[config.mk]
export PLATFORM = sky130hd
export DESIGN_NAME = imm_gen_pipe
export DESIGN_NICKNAME = d
export VERILOG_FILES = /design/src/rtl/imm_gen_pipe.sv
export SDC_FILE = /design/constraint.sdc
export NUM_CORES = 1
export LEC_CHECK = 0
export ABC_CLOCK_PERIOD_IN_PS = 2050
export BUFFER_PORTS_ARGS = -buffer_cell sky130_fd_sc_hd__buf_2
export CAP_MARGIN = 30
export CELL_PAD_IN_SITES_DETAIL_PLACEMENT = 0
export CELL_PAD_IN_SITES_GLOBAL_PLACEMENT = 1
export CORE_MARGIN = 5
export CORE_UTILIZATION = 42
export CTS_CLUSTER_SIZE = 20
export DETAILED_ROUTE_END_ITERATION = 8
export PLACE_DENSITY_LB_ADDON = 0.1
export SLEW_MARGIN = 20
export SYNTH_ARGS = -nofsm -noshare
export SYNTH_HDL_FRONTEND = slang
export SYNTH_SLANG_ARGS = --single-unit
[constraint.sdc]
create_clock -name clk -period 2.05 [get_ports clk]
set_clock_uncertainty 0.15 [all_clocks]
set_input_delay 0.3075 -clock clk [delete_from_list [all_inputs] [get_ports clk]]
set_output_delay 0.3075 -clock clk [all_outputs]
set_load 0.05 [all_outputs]
[src/rtl/imm_gen_pipe.sv]
// Registered ARM64 immediate generator (I/D/B/CB/IW) with valid/ready output and optional 2-entry skid.
// Optional macro IMM_GEN_PC_TARGET_EN adds a pc input and a registered branch-target output tgt_out.
module imm_gen_pipe #(
    parameter int unsigned DATA_W = 64,
    parameter int unsigned SKID   = 1
) (
    input  logic              clk,
    input  logic              reset,
    input  logic              flush,
    input  logic              in_valid,
    output logic              in_ready,
    input  logic [31:0]       instr,
    input  logic [2:0]        fmt,
`ifdef IMM_GEN_PC_TARGET_EN
    input  logic [63:0]       pc,
`endif
    output logic              out_valid,
    input  logic              out_ready,
    output logic [DATA_W-1:0] imm_out,
    output logic              imm_err
`ifdef IMM_GEN_PC_TARGET_EN
    ,
    output logic [DATA_W-1:0] tgt_out
`endif
);

`ifdef IMM_GEN_PC_TARGET_EN
    localparam int unsigned PAY_W = 2 * DATA_W + 1;
`else
    localparam int unsigned PAY_W = DATA_W + 1;
`endif

    logic [63:0]       imm64;
    logic              err_c;
    logic [5:0]        iw_sh;
    logic [DATA_W-1:0] imm_c;
    logic [PAY_W-1:0]  new_pay;

    logic             main_v, main_v_n;
    logic             skid_v, skid_v_n;
    logic             rdy_q;
    logic [PAY_W-1:0] main_pay, main_pay_n;
    logic [PAY_W-1:0] skid_pay, skid_pay_n;
    logic             in_xfer, out_xfer;

    // Immediate decode, built at 64 bits; truncation to DATA_W matches extend-to-DATA_W-then-shift.
    always_comb begin
        imm64 = '0;
        err_c = 1'b0;
        iw_sh = {instr[22:21], 4'b0000};
        case (fmt)
            3'd0: imm64 = instr[22] ? {40'b0, instr[21:10], 12'b0} : {52'b0, instr[21:10]};
            3'd1: imm64 = {{55{instr[20]}}, instr[20:12]};
            3'd2: imm64 = {{36{instr[25]}}, instr[25:0], 2'b00};
            3'd3: imm64 = {{43{instr[23]}}, instr[23:5], 2'b00};
            3'd4: begin
                if (DATA_W == 32 && instr[22]) begin
                    err_c = 1'b1;
                end else begin
                    imm64 = {48'b0, instr[20:5]} << iw_sh;
                end
            end
            default: err_c = 1'b1;
        endcase
    end

    assign imm_c = imm64[DATA_W-1:0];

`ifdef IMM_GEN_PC_TARGET_EN
    logic [63:0]       tgt64;
    logic [DATA_W-1:0] tgt_c;
    logic              unused_tgt;

    // Only the low DATA_W bits of the sum matter, so the 64-bit add is exact modulo 2^DATA_W.
    assign tgt64      = pc + imm64;
    assign tgt_c      = (fmt == 3'd2 || fmt == 3'd3) ? tgt64[DATA_W-1:0] : '0;
    assign new_pay    = {tgt_c, err_c, imm_c};
    assign unused_tgt = ^tgt64;
    assign tgt_out    = main_pay[2*DATA_W:DATA_W+1];
`else
    assign new_pay = {err_c, imm_c};
`endif

    logic unused_bits;
    assign unused_bits = ^{instr[31:26], instr[4:0], imm64};

    assign in_ready  = (SKID != 0) ? rdy_q : (!main_v || out_ready);
    assign in_xfer   = in_valid && in_ready;
    assign out_xfer  = main_v && out_ready;
    assign out_valid = main_v;
    assign imm_out   = main_pay[DATA_W-1:0];
    assign imm_err   = main_pay[DATA_W];

    // Next-state for the main/skid entries; flush kills everything including this cycle's input.
    always_comb begin
        main_v_n   = main_v;
        skid_v_n   = skid_v;
        main_pay_n = main_pay;
        skid_pay_n = skid_pay;
        if (flush) begin
            main_v_n = 1'b0;
            skid_v_n = 1'b0;
        end else if (SKID != 0) begin
            if (out_xfer) begin
                if (skid_v) begin
                    main_pay_n = skid_pay;
                    skid_v_n   = 1'b0;
                end else if (in_xfer) begin
                    main_pay_n = new_pay;
                end else begin
                    main_v_n = 1'b0;
                end
            end else if (in_xfer) begin
                if (main_v) begin
                    skid_pay_n = new_pay;
                    skid_v_n   = 1'b1;
                end else begin
                    main_pay_n = new_pay;
                    main_v_n   = 1'b1;
                end
            end
        end else begin
            if (in_xfer) begin
                main_pay_n = new_pay;
                main_v_n   = 1'b1;
            end else if (out_xfer) begin
                main_v_n = 1'b0;
            end
        end
    end

    // in_ready is registered as "skid will be empty" so upstream never sees a combinational path.
    always_ff @(posedge clk) begin
        if (reset) begin
            main_v   <= 1'b0;
            skid_v   <= 1'b0;
            rdy_q    <= 1'b1;
            main_pay <= '0;
            skid_pay <= '0;
        end else begin
            main_v   <= main_v_n;
            skid_v   <= skid_v_n;
            rdy_q    <= !skid_v_n;
            main_pay <= main_pay_n;
            skid_pay <= skid_pay_n;
        end
    end

endmodule

==> flow_summary.yaml, run 1 <==
placement:
  io_buffer_count: 100
  gp_congestion: 0.881
  placed_area_mm2: 0.00732
  dp_hpwl_um: 13100
setup_path:
  r2r_slack_ps: 160
  reg2regPathDepth: 5
  arrival_ps: 2080
  crit_type: "reg2reg"
  cp_top_family: "compound AO/OA/AOI/OAI gates"
  required_ps: 2240
  path_max_fanout: 24
  path_cells: "nand2_1, a221o_2, or3_1, buf_12, o211ai_1"
  critPathCaptureType: "flop"
  max_stage_delay_ps: 430
  cp_slowest_cell: "a221o_2"
  worst-path-buf-inv: 1
  rr_endpoint: "main_pay[3]"
  r2r-start: "in_ready"
  cp-start-kind: "flop"
min_path:
  hold_end: "out_valid"
  min_path_cells: 2
  hold_class: "in2reg"
  hold_start: "flush"
floorplan:
  die_y_um: 134
  coreArea_mm2: 0.0151
  ioPinCount: 107
  die_width_um: 134
  initial_core_util: 0.425
  rows: 45
  die_area_mm2: 0.0178
synth:
  synth_edf_count: 0
  syn_area_per_cell_um2: 8.43
  ys.flop_type: "dfxtp_1"
  yosys.area.top_type_share: 0.415
  yosys_warnings: 0
  async_flop_share: 0
  synth_commonest_cells: "dfxtp_1 (133), nand2_1 (84), nor2_1 (75)"
  synth.largest_area_cell: "dfxtp_1"
  syn_nets: 801
  ys_top_cells_by_area: "dfxtp_1 (42%), a211oi_1 (8.0%), a221oi_1 (7.8%)"
  yosysMostFrequentCell: "dfxtp_1"
  syn_area_mm2: 0.00641
  yosysUniqueCellTypes: 42
  synth_seq_area_share: 0.415
  synth_seq_cells: 133
  syn_inst: 761
global_route:
  grt_pass1_vias: 6068
  grt_max_degree: 75
  grt_antenna_before_repair: 0
  globalRouteTotalUtil: 0.242
  grt_overflow: 0
  grt_pass1_wl_um: 34300
layout:
  fin_nets: 868
  drive_gt1_frac: 0.240
  design_area_mm2: 0.00790
  nFillCells: 1461
  area_growth_pct: 23.2
  antenna_cells: 0
routing:
  antenna_left: 0
  drt_pass1_iterations: 5
  remaining_drc_errors: 0
  wl_per_cell_um: 20.8
  routed_wl_um: 21400
  drt_iter0_drc: 577
  vias_per_cell: 6.18
  vias: 6357
clock_network:
  cts_tree: "done"
  cts.clk_slew.worst_paths_ps: 50
  cts_setup_buffers: 0
  cts_buffers: 17
  cts_resized: 0
  cts_max_level: 4
  clock_latency_ps: 420
  cts-root-buf: "clkbuf_16"
  clock_sinks: 133
  cts_hold_buf: 0
  clk_path_buf_depth: 2
sta:
  maxSlewHeadroom: 0.338
  hold_viol: 0
  min_period_over_period: 0.922
  rsz0062_at_grt: "false"
  period_minus_slack_ps: 1890
  fmax_mhz: 529
  tightest_slew_ps: 985
  setup_viol: 0
  maxSlewViolCount: 0
power_and_ir_drop:
  p_leak_nw: 2.92
  ir_drop_v: 0.000570
  total_power_mw: 6.56
  powerDensity_mw_per_mm2: 830
run:
  max_cap_violations: 0
run_status:
  status: "finished clean"
## report_power, final
part	total [mW]	internal (mW)	leakage (nW)	switching, mW
clock network	2.86	1.78	0.271	1.07
logic	0.987	0.297	1.57	0.690
registers	2.72	2.67	1.08	0.0463
total	6.56	4.75	2.92	1.81
## cell families after synthesis
group,Yosys count,share of synthesized area
flops,133,0.415
simple gates,275,0.215
mux,10,0.0156
compound gates,232,0.282
buf+inv,111,0.0718
## layout make-up
class,instances,area [um^2],area share
Multi-Input combinational cell,517,3330,0.422
Sequential cell,133,2670,0.337
Timing Repair Buffer,148,1080,0.137
Clock buffer,27,503,0.0637
Tap cell,188,235,0.0298
Clock inverter,4,45.0,0.00570
Inverter,11,41.3,0.00523
## how the worst max path moves through the flow
stage | start | end | depth (start not counted) | slack (ps)
finish | in_ready | main_pay[3] | 5 | 160
global route | out_valid | main_pay[29] | 6 | 70
CTS | out_valid | main_pay[1] | 5 | 150
detailed placement | fmt[2] | skid_pay[11] | 5 | -210
global placement | fmt[2] | skid_pay[6] | 5 | -200
floorplan | out_valid | skid_pay[57] | 6 | 60
## stage by stage
stage	utilization	hold WS (ps)	worst slack (ps)	setup TNS, ps	cells
global route	0.524	48.2	65.5	0	1028
global placement	0.485	293	-201	-2190	995
floorplan	-	229	58.2	0	761
detailed placement	0.485	304	-211	-2370	995
CTS	0.521	25.0	153	0	1026
finish	0.524	49.2	159	0	1028
## worst reg2reg max path, stage by stage, from the launching register on
cell	delay [ps]
dfxtp_2	350
nand2_1	80
a221o_2	430
or3_1	410
buf_12	200
o211ai_1	190
## metal layers
layer	part of all wire	track usage	wire, um
met1	0.45	0.341	9710
met2	0.45	0.361	9560
met3	0.077	0.0574	1640
met4	0.022	0.0891	476
met5	0	0	0
## registers in the layout, indices dropped and copies added, names as in the netlist
| name | count |
|---|---|
| skid_v | 1 |
| skid_pay | 65 |
| main_pay | 65 |
| in_ready | 1 |
| out_valid | 1 |
## placed cells by master (no fill, tap or decap), drive strengths merged
master,count
a31oi,1
nor2,75
a21oi,13
and3,2
nand2b,4
nand3,2
buf,147
a211oi,69
o211ai,24
nand3b,30
or2,1
dfxtp,133
mux2i,10
a221oi,57
o2bb2ai,3
clkinv,3
nand4b,24
a2bb2oi,1
bufinv,1
a2111oi,1
nor2b,3
o32ai,9
a221o,1
inv,11
a22o,2
or4bb,1
or3,2
and2,1
a22oi,3
and4,1
nor3b,1
clkbuf,28
o31ai,4
nor3,44
a311oi,3
o21ai,41
nand2,84
(Power assumes the default switching activity.)
==> inputs of run 2 (changes only) <==
- ABC_CLOCK_PERIOD_IN_PS: 2050 -> 1800
- CAP_MARGIN: 30 -> not set
- clock period: 2.05 -> 1.8 ns (I/O delays scaled with it)
==> run 2 against run 1 <==
The run now ends with negative setup slack left. Register-to-register slack lost 190 ps. Critical path depth grew 2. Count of clock-buffer cells in the layout shrank 9. First-iteration DRC count grew 34%. Highest routed layer unchanged.
==> flow_summary.yaml, run 2 (same netlist as run 1, synthesis figures left out) <==
run_status:
  status: "complete, but fails checks"
  violations: "negative setup slack"
placement:
  gp_congestion: 0.918
  place_worst_setup_slack_ps: -243
  io_buffer_count: 100
  dp_hpwl_um: 14400
sta:
  rsz0062_at_grt: "true"
  tightest_slew_ps: 647
  fmax_mhz: 547
  min_period_over_period: 1.02
  hold_viol: 0
  period_minus_slack_ps: 1830
  maxSlewHeadroom: 0.567
  maxSlewViolCount: 0
  setup_viol: 14
  layout_setup_ws_ps: -28.8
floorplan:
  die_width_um: 134
  rows: 45
  die_y_um: 134
  initial_core_util: 0.425
  die_area_mm2: 0.0178
  coreArea_mm2: 0.0151
  ioPinCount: 107
global_route:
  globalRouteTotalUtil: 0.246
  grt_overflow: 0
  grt_max_degree: 120
  grt_pass1_vias: 6179
  grt_pass1_wl_um: 34800
  grt_antenna_before_repair: 0
layout:
  antenna_cells: 0
  nFillCells: 1354
  final_common_cell: "dfxtp_1"
  final-seq-area_mm2: 0.00267
  fin_nets: 925
  area_growth_pct: 37.3
  final_cell_mix: "dfxtp_1 (130), buf_2 (99), nand2_1 (82)"
  reg_top3: "main_pay x65, skid_pay x65"
  multi_input_area_mm2: 0.00352
  drive_gt1_frac: 0.338
power_and_ir_drop:
  powerDensity_mw_per_mm2: 954
  ir_drop_v: 0.000678
  total_power_mw: 8.40
  p_leak_nw: 3.36
routing:
  vias: 6689
  top_layer: "met4"
  vias_per_cell: 6.16
  met2_length_um: 10800
  wl_per_cell_um: 22.1
  routed_wl_um: 24000
  wl_met1_um: 10800
  remaining_drc_errors: 0
  antenna_left: 0
  drt_iter0_drc: 773
  drt_pass1_iterations: 5
  met3_length_um: 1860
setup_path:
  required_ps: 1940
  path_max_fanout: 6
  worst-path-buf-inv: 3
  critPathCaptureType: "flop"
  cp_slowest_cell: "dfxtp_4"
  cp.depth: 7
  r2r_slack_ps: -30
  max_stage_delay_ps: 380
  cp_top_family: "buffers and inverters"
  arrival_ps: 1970
  cp-start-kind: "flop"
  crit_type: "reg2reg"
  reg2regPathDepth: 7
  path_cells: "nand2_4, a221o_2, buf_4, nor3_4, buf_6, clkbuf_16, a221oi_1"
clock_network:
  cts.clk_slew.worst_paths_ps: 60
  cts-root-buf: "clkbuf_16"
  clock_sinks: 133
  clock_latency_ps: 430
  cts_max_level: 4
  cts_tree: "done"
  clk_path_buf_depth: 2
  cts_buffers: 17
min_path:
  min_path_cells: 2
  hold_class: "in2reg"
run:
  max_cap_violations: 0
[run 2: cell count changes in the layout (fill, tap and decap cells not counted), sizes merged]
cell | before | now
clkinv | 3 | 5
buf | 147 | 197
clkbuf | 28 | 25
bufinv | 1 | 6
dlygate4sd3 | 0 | 1
inv | 11 | 13
[run 2: repair_timing]
| item | CTS | global route |
|---|---|---|
| resized for setup | 2 | 69 |
| endpoints found under the hold margin | 3 | 0 |
| endpoints found under the setup margin | 25 | 55 |
| setup buffers | 2 | 3 |
| hold buffers | 1 | 0 |
| cloned | 0 | 11 |
| pin swaps | 2 | 42 |
[run 2: path summary, 6_finish.rpt]
check | from | to
worst max-delay path | out_valid | main_pay[51]
worst min-delay path | out_ready | skid_v
worst max register to register | out_valid | main_pay[51]
worst min register to register | skid_pay[64] | skid_pay[64]
[run 2: power by group]
group          switching, mW  leakage, nW  internal, mW
clock network           1.35        0.330          2.63
logic                  0.870         1.95         0.468
registers             0.0543         1.08          3.04
[run 2: through the flow]
step	setup TNS, ps	instance area, um^2	util	instances	hold slack, ps
2_1_floorplan	-3820	6440	-	761	189
3_3_place_gp	-5170	7630	0.506	1037	293
3_5_place_dp	-8670	7630	0.506	1037	304
4_1_cts	-47.7	8330	0.552	1071	25.2
5_1_grt	-1970	8810	0.584	1085	51.7
6_report	-175	8810	0.584	1085	37.3
[run 2: final cells by class]
class,count,share of cell area
clock inverter,13,0.0259
multi-input combinational,517,0.400
timing repair buffer,205,0.189
tap,188,0.0267
sequential,133,0.303
inverter,11,0.00469
clock buffer,18,0.0499
[run 2: metal layers]
metal  GRT usage  vias up
li1            -     3093
met4      0.0817        0
met1       0.336     3261
met3      0.0638       42
met2       0.381      293
met5           0        -
==> inputs of run 3 (changes only) <==
- CORE_MARGIN: 5 -> not set
==> run 3 against run 2 <==
The flow finishes with violations (design-rule violations, negative setup slack). Flip-flop and latch count is the same. Largest power group unchanged. Critical path depth unchanged. Sequential share of layout area is 1.1 points lower. Critical path type unchanged. Sequential power barely moved. Setup slack got worse by 71 ps. Largest cell class unchanged.
==> flow_summary.yaml, run 3 (same netlist as run 1, synthesis figures left out) <==
routing:
  drt_pass1_iterations: 7
  routed_wl_um: 24600
  wl_per_cell_um: 22.5
  vias: 6823
  drt_iter0_drc: 742
  antenna_left: 0
  remaining_drc_errors: 6
  vias_per_cell: 6.24
setup_path:
  cpMostUsedCell: "buf_6"
  required_ps: 1960
  path_max_fanout: 7
  cp_slowest_cell: "a221oi_4"
  cp-start-kind: "flop"
  cp_top_family: "compound AO/OA/AOI/OAI gates"
  crit_type: "reg2reg"
  worst-path-buf-inv: 3
  arrival_ps: 2060
  path_cells: "nand2_4, buf_6, a221oi_4, buf_6, clkbuf_16, o21ai_1, a221oi_1"
  max_stage_delay_ps: 380
  critPathCaptureType: "flop"
clock_network:
  clk_path_buf_depth: 2
  cts_tree: "done"
  clock_sinks: 133
  cts-root-buf: "clkbuf_16"
  clock_latency_ps: 420
  cts.clk_slew.worst_paths_ps: 60
  cts_max_level: 4
  cts_buffers: 17
power_and_ir_drop:
  ir_drop_v: 0.000675
  p_leak_nw: 3.48
  powerDensity_mw_per_mm2: 874
global_route:
  grt_pass1_wl_um: 33300
  grt_pass1_vias: 5955
  grt_overflow: 0
  grt_max_degree: 64
  globalRouteTotalUtil: 0.274
  grt_antenna_before_repair: 0
floorplan:
  rows: 44
  ioPinCount: 107
  die_area_mm2: 0.0158
  die_width_um: 126
  coreArea_mm2: 0.0147
  initial_core_util: 0.436
  die_y_um: 126
placement:
  placed_area_mm2: 0.00751
  gp_congestion: 0.875
  io_buffer_count: 100
  placed_cells: 1021
  dp_hpwl_um: 13100
  place_worst_setup_slack_ps: -190
layout:
  final_cell_mix: "dfxtp_1 (130), buf_2 (99), nand2_1 (82)"
  instances_no_fill: 1093
  antenna_cells: 0
  drive_gt1_frac: 0.371
  area_growth_pct: 42.8
  fin_nets: 937
  design_area_mm2: 0.00915
  utilization: 0.623
  reg_top3: "main_pay x65, skid_pay x65"
  final_common_cell: "dfxtp_1"
run_status:
  status: "complete, but fails checks"
  violations: "design-rule violations, negative setup slack"
sta:
  hold_viol: 0
  fmax_mhz: 526
  tightest_slew_ps: 674
  rsz0062_at_grt: "true"
  maxSlewHeadroom: 0.549
  period_minus_slack_ps: 1900
  maxSlewViolCount: 0
  min_period_over_period: 1.06
  layout_setup_ws_ps: -99.8
  setup_viol: 28
run:
  max_cap_violations: 0
min_path:
  hold_class: "in2reg"
[run 3: changes by cell type in the layout (fill, tap and decap cells not counted), moves of 2 or more]
cell       before  now
clkbuf_1        0    4
clkbuf_16      24   30
buf_6           5   20
bufinv_16       6    3
a211oi_1       58   35
buf_4          74   62
a211oi_2       10   32
buf_8           1    3
[run 3: worst register-to-register path, delay by kind of cell (launching register included)]
kind / cells / cell delay (ps)
buf+inv: 3 / 470
simple gates: 1 / 50
flops: 1 / 370
compound gates: 3 / 750
[run 3: where the power goes]
part / total, mW / switching, mW / internal [mW]
sequential: 3.09 / 0.0530 / 3.04
clock: 3.54 / 1.30 / 2.24
combinational: 1.37 / 0.887 / 0.479
[run 3: path summary, 6_finish.rpt]
kind / from / to / slack, ps / cells after the start
worst max-delay path: out_valid / main_pay[44] / -100 / 7
worst min-delay path: instr[19] / main_pay[62] / 50 / 3
worst max register to register: out_valid / main_pay[44] / -100 / 7
worst min register to register: main_pay[51] / main_pay[51] / 320 / 2
[run 3: metal layers]
layer / vias to the layer above / share of wire / GRT usage
met5: - / 0 / 0
met4: 0 / 0.031 / 0.0983
met3: 60 / 0.087 / 0.0736
met2: 326 / 0.46 / 0.424
met1: 3315 / 0.43 / 0.365
li1: 3122 / - / -
[run 3: timing repair]
| action | CTS | global route |
|---|---|---|
| hold buffers | 2 | 0 |
| setup endpoints to repair | 26 | 109 |
| gates cloned | 1 | 24 |
| pin swaps | 9 | 39 |
| hold endpoints to repair | 1 | 0 |
| buffers inserted | 1 | 13 |
| gates resized for setup | 6 | 111 |
[run 3: layout make-up]
| class | instances | area, um^2 |
|---|---|---|
| clock inverters | 8 | 125 |
| well taps | 184 | 230 |
| inverters | 11 | 41.3 |
| clock buffers | 23 | 468 |
| repair buffers | 217 | 1940 |
| fillers | 1266 | 5550 |
| multi-input cells | 517 | 3670 |
| flip-flops and latches | 133 | 2670 |
[run 3: through the flow]
step           TNS, ps  power (mW)  hold slack, ps
2_1_floorplan    -3820        3.89             189
3_3_place_gp     -3930        4.29             293
3_5_place_dp     -6100        4.30             307
4_1_cts              0        7.83            29.9
5_1_grt          -5260        8.24            49.5
6_report          -464        8.00            48.1
